### src/rtl/instr_hazard_pipe_if.sv
// D-stage request and hazard/scoreboard status bundle for instr_hazard_pipe.
// The master side drives the decode-stage instruction and flush; the slave reports stall and stage state.
interface instr_hazard_pipe_if #(
  parameter int DEPTH = 3
);
  logic [31:0]        instr_d;
  logic               valid_d;
  logic               flush;
  logic               stall;
  logic [DEPTH-1:0]   stage_valid;
  logic [5*DEPTH-1:0] stage_dst;
  logic [DEPTH-1:0]   stage_load;
  logic               md_busy;
  logic [4:0]         md_count;

  modport master (
    output instr_d, valid_d, flush,
    input  stall, stage_valid, stage_dst, stage_load, md_busy, md_count
  );

  modport slave (
    input  instr_d, valid_d, flush,
    output stall, stage_valid, stage_dst, stage_load, md_busy, md_count
  );
endinterface

### src/rtl/instr_hazard_pipe.sv
// MIPS-I hazard unit: decodes the D-stage instruction, tracks destinations of the
// DEPTH stages after D, and raises a zero-latency stall for RAW, branch, HI/LO and EPC hazards.
module instr_hazard_pipe #(
  parameter int DEPTH    = 3,
  parameter int MULT_CYC = 5,
  parameter int DIV_CYC  = 10
) (
  input logic               clk,
  input logic               reset_n,
  instr_hazard_pipe_if.slave bus
);

  typedef struct packed {
    logic       vld;
    logic [4:0] dst;
    logic       load;
    logic       mdcal;
    logic       md_div;
    logic       epc_wr;
  } stage_t;

  logic [5:0] op, funct;
  logic [4:0] rs, rt, rd;

  logic cal_r, cal_i, load, store, branch, jr, jal, jalr;
  logic mfhl, mthl, mdcal, mfc0, mtc0, eret;
  logic shift_imm, lui, beq_bne, md_div;
  logic rd_rs, rd_rt;
  logic [4:0] dst_d;
  logic unused_shamt;

  stage_t     stage_p [DEPTH];
  stage_t     rec_d;
  logic [4:0] md_count_p;

  logic use_s1, use_s2;
  logic load_use, br_haz, md_haz, epc_haz;

  assign op    = bus.instr_d[31:26];
  assign rs    = bus.instr_d[25:21];
  assign rt    = bus.instr_d[20:16];
  assign rd    = bus.instr_d[15:11];
  assign funct = bus.instr_d[5:0];
  assign unused_shamt = ^bus.instr_d[10:6];

  always_comb begin
    cal_r = 1'b0; cal_i = 1'b0; load = 1'b0; store = 1'b0;
    branch = 1'b0; jr = 1'b0; jal = 1'b0; jalr = 1'b0;
    mfhl = 1'b0; mthl = 1'b0; mdcal = 1'b0; mfc0 = 1'b0; mtc0 = 1'b0; eret = 1'b0;
    shift_imm = 1'b0; lui = 1'b0; beq_bne = 1'b0; md_div = 1'b0;
    case (op)
      6'b000000: begin
        case (funct)
          6'b000000, 6'b000010, 6'b000011: begin cal_r = 1'b1; shift_imm = 1'b1; end
          6'b000100, 6'b000110, 6'b000111,
          6'b100000, 6'b100001, 6'b100010, 6'b100011,
          6'b100100, 6'b100101, 6'b100110, 6'b100111,
          6'b101010, 6'b101011:             cal_r = 1'b1;
          6'b001000:                        jr    = 1'b1;
          6'b001001:                        jalr  = 1'b1;
          6'b010000, 6'b010010:             mfhl  = 1'b1;
          6'b010001, 6'b010011:             mthl  = 1'b1;
          6'b011000, 6'b011001:             mdcal = 1'b1;
          6'b011010, 6'b011011: begin mdcal = 1'b1; md_div = 1'b1; end
          default: ;
        endcase
      end
      6'b000001: branch = (rt[4:1] == 4'b0000);
      6'b000011: jal = 1'b1;
      6'b000100, 6'b000101: begin branch = 1'b1; beq_bne = 1'b1; end
      6'b000110, 6'b000111: branch = 1'b1;
      6'b001000, 6'b001001, 6'b001010, 6'b001011,
      6'b001100, 6'b001101, 6'b001110: cal_i = 1'b1;
      6'b001111: begin cal_i = 1'b1; lui = 1'b1; end
      6'b100000, 6'b100001, 6'b100011, 6'b100100, 6'b100101: load = 1'b1;
      6'b101000, 6'b101001, 6'b101011: store = 1'b1;
      6'b010000: begin
        // COP0: CO bit set selects the eret function, otherwise rs picks mfc0/mtc0
        if (bus.instr_d[25] && funct == 6'b011000) eret = 1'b1;
        else if (rs == 5'b00000)                    mfc0 = 1'b1;
        else if (rs == 5'b00100)                    mtc0 = 1'b1;
      end
      default: ;
    endcase
  end

  always_comb begin
    dst_d = 5'd0;
    if (cal_r || jalr || mfhl)       dst_d = rd;
    else if (cal_i || load || mfc0)  dst_d = rt;
    else if (jal)                    dst_d = 5'd31;
  end

  assign rd_rs = (cal_r && !shift_imm) || (cal_i && !lui) || load || store ||
                 branch || jr || jalr || mthl || mdcal;
  assign rd_rt = cal_r || store || beq_bne || mdcal || mtc0;

  function automatic logic reg_hit(stage_t s, logic rd_en, logic [4:0] r);
    return rd_en && (r != 5'd0) && s.vld && (s.dst == r);
  endfunction

  assign use_s1 = reg_hit(stage_p[0], rd_rs, rs) || reg_hit(stage_p[0], rd_rt, rt);
  assign use_s2 = reg_hit(stage_p[1], rd_rs, rs) || reg_hit(stage_p[1], rd_rt, rt);

  assign load_use = use_s1 && stage_p[0].load;
  assign br_haz   = (branch || jr || jalr) && (use_s1 || (use_s2 && stage_p[1].load));
  assign md_haz   = (mdcal || mfhl || mthl) &&
                    ((md_count_p != 5'd0) || (stage_p[0].vld && stage_p[0].mdcal));
  assign epc_haz  = eret && ((stage_p[0].vld && stage_p[0].epc_wr) ||
                             (stage_p[1].vld && stage_p[1].epc_wr));

  assign bus.stall = reset_n && bus.valid_d && (load_use || br_haz || md_haz || epc_haz);

  // Flags are masked with valid_d so a non-instruction never shows a destination
  always_comb begin
    rec_d        = '0;
    rec_d.vld    = bus.valid_d;
    if (bus.valid_d) begin
      rec_d.dst    = dst_d;
      rec_d.load   = load || mfc0;
      rec_d.mdcal  = mdcal;
      rec_d.md_div = md_div;
      rec_d.epc_wr = mtc0 && (rd == 5'd14);
    end
  end

  // Stage 1..DEPTH shift register (E .. W)
  always_ff @(posedge clk or negedge reset_n) begin
    if (!reset_n) begin
      for (int k = 0; k < DEPTH; k++) stage_p[k] <= '0;
    end else if (bus.flush) begin
      for (int k = 0; k < DEPTH; k++) stage_p[k] <= '0;
    end else begin
      stage_p[0] <= bus.stall ? '0 : rec_d;
      for (int k = 1; k < DEPTH; k++) stage_p[k] <= stage_p[k-1];
    end
  end

  // HI/LO busy counter; loads one edge after the op reaches E, and ignores flush
  always_ff @(posedge clk or negedge reset_n) begin
    if (!reset_n)
      md_count_p <= 5'd0;
    else if (stage_p[0].vld && stage_p[0].mdcal)
      md_count_p <= stage_p[0].md_div ? 5'(DIV_CYC) : 5'(MULT_CYC);
    else if (md_count_p != 5'd0)
      md_count_p <= md_count_p - 5'd1;
  end

  assign bus.md_count = md_count_p;
  assign bus.md_busy  = (md_count_p != 5'd0);

  for (genvar g = 0; g < DEPTH; g++) begin : g_out
    assign bus.stage_valid[g]         = stage_p[g].vld;
    assign bus.stage_dst[5*g +: 5]    = stage_p[g].dst;
    assign bus.stage_load[g]          = stage_p[g].load;
  end

endmodule

### src/flat_wrapper.sv
// flat-port wrapper written by rule: the top's interface ports become plain ports
module instr_hazard_pipe_flat 
#(
  parameter int DEPTH    = 3,
  parameter int MULT_CYC = 5,
  parameter int DIV_CYC  = 10
)
  (clk, reset_n, bus_instr_d, bus_valid_d, bus_flush, bus_stall, bus_stage_valid, bus_stage_dst, bus_stage_load, bus_md_busy, bus_md_count);
  instr_hazard_pipe_if #(.DEPTH(DEPTH)) bus_i ();
  input logic clk;
  input logic reset_n;
  input wire logic [$bits(bus_i.instr_d)-1:0] bus_instr_d;
  input wire logic [$bits(bus_i.valid_d)-1:0] bus_valid_d;
  input wire logic [$bits(bus_i.flush)-1:0] bus_flush;
  output wire logic [$bits(bus_i.stall)-1:0] bus_stall;
  output wire logic [$bits(bus_i.stage_valid)-1:0] bus_stage_valid;
  output wire logic [$bits(bus_i.stage_dst)-1:0] bus_stage_dst;
  output wire logic [$bits(bus_i.stage_load)-1:0] bus_stage_load;
  output wire logic [$bits(bus_i.md_busy)-1:0] bus_md_busy;
  output wire logic [$bits(bus_i.md_count)-1:0] bus_md_count;
  assign bus_i.instr_d = bus_instr_d;
  assign bus_i.valid_d = bus_valid_d;
  assign bus_i.flush = bus_flush;
  assign bus_stall = bus_i.stall;
  assign bus_stage_valid = bus_i.stage_valid;
  assign bus_stage_dst = bus_i.stage_dst;
  assign bus_stage_load = bus_i.stage_load;
  assign bus_md_busy = bus_i.md_busy;
  assign bus_md_count = bus_i.md_count;
  instr_hazard_pipe #(.DEPTH(DEPTH), .MULT_CYC(MULT_CYC), .DIV_CYC(DIV_CYC)) u_core (.clk(clk), .reset_n(reset_n), .bus(bus_i));
endmodule
### config.mk
export PLATFORM = sky130hd
export DESIGN_NAME = instr_hazard_pipe_flat
export DESIGN_NICKNAME = d
export VERILOG_FILES = /design/src/rtl/instr_hazard_pipe_if.sv /design/src/rtl/instr_hazard_pipe.sv /design/src/flat_wrapper.sv
export SDC_FILE = /design/constraint.sdc
export NUM_CORES = 1
export LEC_CHECK = 0
export CORE_ASPECT_RATIO = 0.6
export CORE_MARGIN = 2
export CORE_UTILIZATION = 50
export CTS_CLUSTER_SIZE = 30
export DETAILED_ROUTE_END_ITERATION = 16
export PLACE_DENSITY = 0.95
export SLEW_MARGIN = 10
export SYNTH_ARGS = -nofsm -noshare
export SYNTH_HDL_FRONTEND = slang
export SYNTH_SLANG_ARGS = --single-unit
### constraint.sdc
create_clock -name clk -period 5.47 [get_ports clk]
set_input_delay 0.8205 -clock clk [delete_from_list [all_inputs] [get_ports clk]]
set_output_delay 0.8205 -clock clk [all_outputs]
set_load 0.01 [all_outputs]
Word level (Yosys, flattened, before mapping)
Cells that the tools add are included.
W data, S select, Z words.
{"block": "totals", "inputBits": 36, "wordCells": 186, "out_inout_bits": 28, "regBits": 32}
{"block": "op_classes", "n_mux": 41, "eq_ne": 54, "n_reduce_logical": 74, "add_sub_neg": 1}
{"cell": "$eq A6 B6 Y1 const B", "n": 18}
{"cell": "$eq A6 B4 Y1 const B", "n": 10}
{"cell": "$eq A6 B5 Y1 const B", "n": 9}
{"cell": "$eq A6 B3 Y1 const B", "n": 7}
{"cell": "$mux W1", "n": 31}
{"cell": "$mux W30", "n": 1}
{"cell": "$logic_or A1 B1 Y1", "n": 29}
{"cell": "$mux W5", "n": 5}
{"cell": "$logic_and A1 B1 Y1", "n": 24}
{"cell": "$eq A5 B5 Y1", "n": 4}
{"cell": "$eq A6 B2 Y1 const B", "n": 3}
{"cell": "$reduce_or A16 Y1", "n": 1}
{"cell": "$reduce_bool A5 Y1", "n": 3}
{"cell": "$logic_not A6 Y1", "n": 2}
{"cell": "$mux W10", "n": 1}
{"cell": "$mux W9", "n": 1}
{"cell": "$reduce_or A2 Y1", "n": 4}
{"cell": "$reduce_or A4 Y1", "n": 2}
{"cell": "$reduce_or A8 Y1", "n": 1}
{"cell": "$eq A6 B1 Y1 const B", "n": 1}
{"cell": "$reduce_or A3 Y1", "n": 2}
{"cell": "$eq A5 B3 Y1 const B", "n": 1}
{"cell": "$eq A5 B4 Y1 const B", "n": 1}
{"cell": "$logic_not A5 Y1", "n": 1}
{"cell": "other kinds (7)", "n": 8}

Logic depth before layout (Yosys ltp)
{"block": "depth", "ltp_word": 27, "mapped_depth": 9, "depth_no_buf": 8}

Worst setup path before layout
OpenSTA, ideal clock, no wires.
{"block": "synth_timing", "kind": "input -> output", "startpoint": "input port bus_instr_d[29]", "endpoint": "output port bus_stall", "path_slack_ps": 2476, "required_time_ps": 4649, "arrival_time_ps": 2174, "n_path_buf": 1, "stages": 7, "cell_sequence": "buf_4 -> nor4_4 -> nand2_2 -> or2_1 -> o2111a_1 -> nor3_1 -> o31a_1"}
{"block": "synth_between", "elab_chain_len": 23, "word_cells_on_any_way": 85, "classes_between": "22 x eq/ne; 15 x mux; 48 x reduce/logical"}
{"item": "start: declaration", "line_no": "flat_wrapper.sv:12", "rtl": "input wire logic [$bits(bus_i.instr_d)-1:0] bus_instr_d;"}
{"item": "$eq A6 B4 Y1 or $logic_not A6 Y1 (tied branches)", "line_no": "instr_hazard_pipe.sv:51", "rtl": "case (op)"}
{"item": "$reduce_or A8 Y1 (no line) or $mux W1 (tied branches)"}
{"item": "$mux W1 or $logic_not A1 Y1 (tied branches)", "line_no": "instr_hazard_pipe.sv:51, instr_hazard_pipe.sv:94"}
{"item": "$logic_and A1 B1 Y1", "line_no": "instr_hazard_pipe.sv:94", "rtl": "assign rd_rs = (cal_r && !shift_imm) || (cal_i && !lui) || load || store ||"}
{"item": "$logic_or A1 B1 Y1 (4 in series)", "line_no": "instr_hazard_pipe.sv:94"}
{"item": "$logic_or A1 B1 Y1 (4 in series)", "line_no": "instr_hazard_pipe.sv:95", "rtl": "branch || jr || jalr || mthl || mdcal;"}
{"item": "$logic_and A1 B1 Y1 (3 in series)", "line_no": "instr_hazard_pipe.sv:99", "rtl": "return rd_en && (r != 5'd0) && s.vld && (s.dst == r);"}
{"item": "$logic_or A1 B1 Y1", "line_no": "instr_hazard_pipe.sv:103", "rtl": "assign use_s2 = reg_hit(stage_p[1], rd_rs, rs) || reg_hit(stage_p[1], rd_rt, rt);"}
{"item": "$logic_and A1 B1 Y1", "line_no": "instr_hazard_pipe.sv:106", "rtl": "assign br_haz = (branch || jr || jalr) && (use_s1 || (use_s2 && stage_p[1].load));"}
{"item": "$logic_or A1 B1 Y1", "line_no": "instr_hazard_pipe.sv:106"}
{"item": "$logic_and A1 B1 Y1", "line_no": "instr_hazard_pipe.sv:106"}
{"item": "$logic_or A1 B1 Y1 (2 in series)", "line_no": "instr_hazard_pipe.sv:112", "rtl": "assign bus.stall = reset_n && bus.valid_d && (load_use || br_haz || md_haz || epc_haz);"}
{"item": "$logic_or A1 B1 Y1 *", "line_no": "instr_hazard_pipe.sv:112"}
{"item": "$logic_and A1 B1 Y1 *", "line_no": "instr_hazard_pipe.sv:112"}
{"item": "end: declaration", "line_no": "flat_wrapper.sv:15", "rtl": "output wire logic [$bits(bus_i.stall)-1:0] bus_stall;"}
Every way passes the cells marked *; elsewhere a longest branch is shown, timed or not.

Final worst setup path
{"block": "layout_timing", "startpoint": "input port bus_instr_d[31]", "endpoint": "output port bus_stall"}
The elaborated chain is that of the path after synthesis.

==> impl_metrics.ini <==
[outcome]
status = complete, no violations

[yosys]
ys_ff_latch = 30
yosysUniqueCellTypes = 46
yosys-top-cells-area = dfrtp_1, buf_4, xnor2_1
synth_ff_type = dfrtp_1
synth_commonest_cells = dfrtp_1, buf_4, nor2b_1
ys_seq_area_frac = 0.373
async_flop_share = 1.00
synth_nets = 254
synth_edf_count = 0
synth.most_common_cell = dfrtp_1
synth_top_area_cell = dfrtp_1
avgSynthCellArea_um2 = 9.28
yosysTopAreaCellShare = 0.373
synthCells = 217
ys.warnings.count = 0
netlist_area_um2 = 2010

[placed_design]
port_buffers = 58
dp_hpwl_um = 3770
post-place-ws_ns = 1.24
placed_cell_area_um2 = 2470
placed_cells = 296
routabilityCongestion = 0.895

[sta]
final.setup.tns_ns = 0
worst-slew-pin-transition_ns = 0.683
finalHoldViolCount = 0
fin_ws_ns = 1.19
slew_violations = 0
fin_crit_ns = 4.28
rsz0062_at_grt = no
slew_headroom = 0.544
fin_worst_skew_ns = 0.00366
fmax_mhz = 234
fin_crit_sh = 0.782
setup-violations-final = 0

[critical_path]
cp.arrival_ns = 3.46
critPathKind = primary input to primary output
cp-start-kind = primary input
crit_fanout = 9
end_kind = primary output
worstPathRequired_ns = 4.65

[clocking]
insertion_delay_ns = 0.29
cts_hold_buf = 0
clk_pin_slew_worst_paths_ns = 0.06
clock-sinks = 30
clk_path_buf_depth = 2
ctsRootBufferMaster = clkbuf_8
cts_buffers = 5
htreeDepth = 2
post_cts_resized = 0
post_cts_buffers = 0
cts_tree = built

[cells_and_area]
drive_gt1_frac = 0.0778
nets = 293
syn2layout_area_growth_pct = 29.7
fin_util = 0.694
fin_cells = 304
diodes = 0
finalInstanceArea_um2 = 2610

[floorplanning]
pin_count = 64
rows = 17
die_w_um = 85.9
dieHeight_um = 53.2
core_area_um2 = 3760
start_util = 0.535
dieArea_um2 = 4570

[hold_path]
holdCritPathClass = flop to flop

[route]
drtIter0Drc = 149
first_pass_iters = 4
wl_per_cell_um = 16.4
drc = 0
met1_length_um = 2270
met3WireLength_um = 488
ant_nets = 0
viasPerCell = 5.74
drt-total-wl_um = 4990
route.met2.wl_um = 2140
highest_layer = met4
vias = 1745

[power_and_ir_drop]
power.leakage_uw = 0.00103
power.density_nw_per_um2 = 281
ir_drop_mv = 0.145

[job]
drv_cap = 0

[global_routing]
grt_max_degree = 25
grt_pass1_wl_um = 8070
globalRouteTotalUtil = 0.239
grt_pass1_vias = 1658
overflow = 0
antenna_found_initial = 0
==> registers in the layout, summed over array words and instances, names as in the netlist <==
signal and cells:
u_core.stage_p 4, u_core.bus.stage_dst 15, u_core.bus.md_count 5, u_core.bus.stage_load 3
u_core.bus.stage_valid 3
==> layer usage <==
metal,vias up,global-route usage
met5,-,0
met4,0,0.0794
met3,10,0.0733
met2,83,0.359
met1,821,0.328
li1,831,-
==> worst max-delay path, cell delays in order <==
cell             delay, ns
clkdlybuf4s50_1       0.58
nand2_1               0.17
nand3_1               0.08
a2111oi_0             0.62
nor3_1                0.13
nor4b_2               0.34
o31a_1                0.18
clkdlybuf4s50_1       0.53
==> through the flow <==
step | hold slack [ns] | total power [uW]
after detailed placement | 0.491 | 458
final | 0.500 | 735
after CTS | 0.504 | 739
after global placement | 0.472 | 451
after global routing | 0.536 | 778
after floorplan | 0.459 | 370
==> cells in the final DEF (no fill, tap or decap), drive strengths merged, types with 4 or more instances in the layout <==
master         instances
a21oi                  5
dfrtp                 30
nand2b                 4
nor2                  13
clkdlybuf4s50         58
nand3                  7
nor4                   7
nand2                 16
o21ai                  6
a22oi                  4
nor2b                 17
inv                    6
xor2                  10
nor3                  15
nand4                  4
clkbuf                 6
a221oi                 6
xnor2                 13
==> worst paths after layout <==
kind / start / to / slack, ns / depth (start not counted)
max reg2reg: u_core.bus.md_count[0] / u_core.stage_p[21] / 3.15 / 8
min in group asynchronous: reset_n / u_core.bus.stage_load[0] / 0.85 / 1
max: bus_instr_d[31] / bus_stall / 1.19 / 8
max in group asynchronous: reset_n / u_core.bus.stage_dst[9] / 3.96 / 2
min: u_core.stage_p[21] / u_core.bus.md_count[2] / 0.50 / 1
min reg2reg: u_core.stage_p[21] / u_core.bus.md_count[2] / 0.50 / 1
==> area by class of cell <==
cell class | instances | area, um^2
fill | 300 | 1150
inverter | 6 | 22.5
multi-input combinational | 153 | 1040
sequential | 30 | 751
timing repair buffer | 60 | 596
tap | 47 | 58.8
clock buffer | 6 | 82.6
clock inverter | 2 | 60.1
==> report_power, final <==
group | switching (uW) | internal (uW) | leakage (uW)
registers | 19.2 | 241 | 0.000408
clock network | 85.6 | 194 | 0.0000714
logic | 91.2 | 104 | 0.000549
total | 196 | 539 | 0.00103
==> cell families after synthesis <==
kind of cell             share of synthesized area
adder cells (fa/ha/maj)                    0.00621
XOR/XNOR                                     0.100
AND/OR/NAND/NOR                              0.274
AO/OA/AOI/OAI                                0.137
buffers and inverters                        0.110
flip-flops                                   0.373
Note: power is estimated with default switching activity, not from simulation.
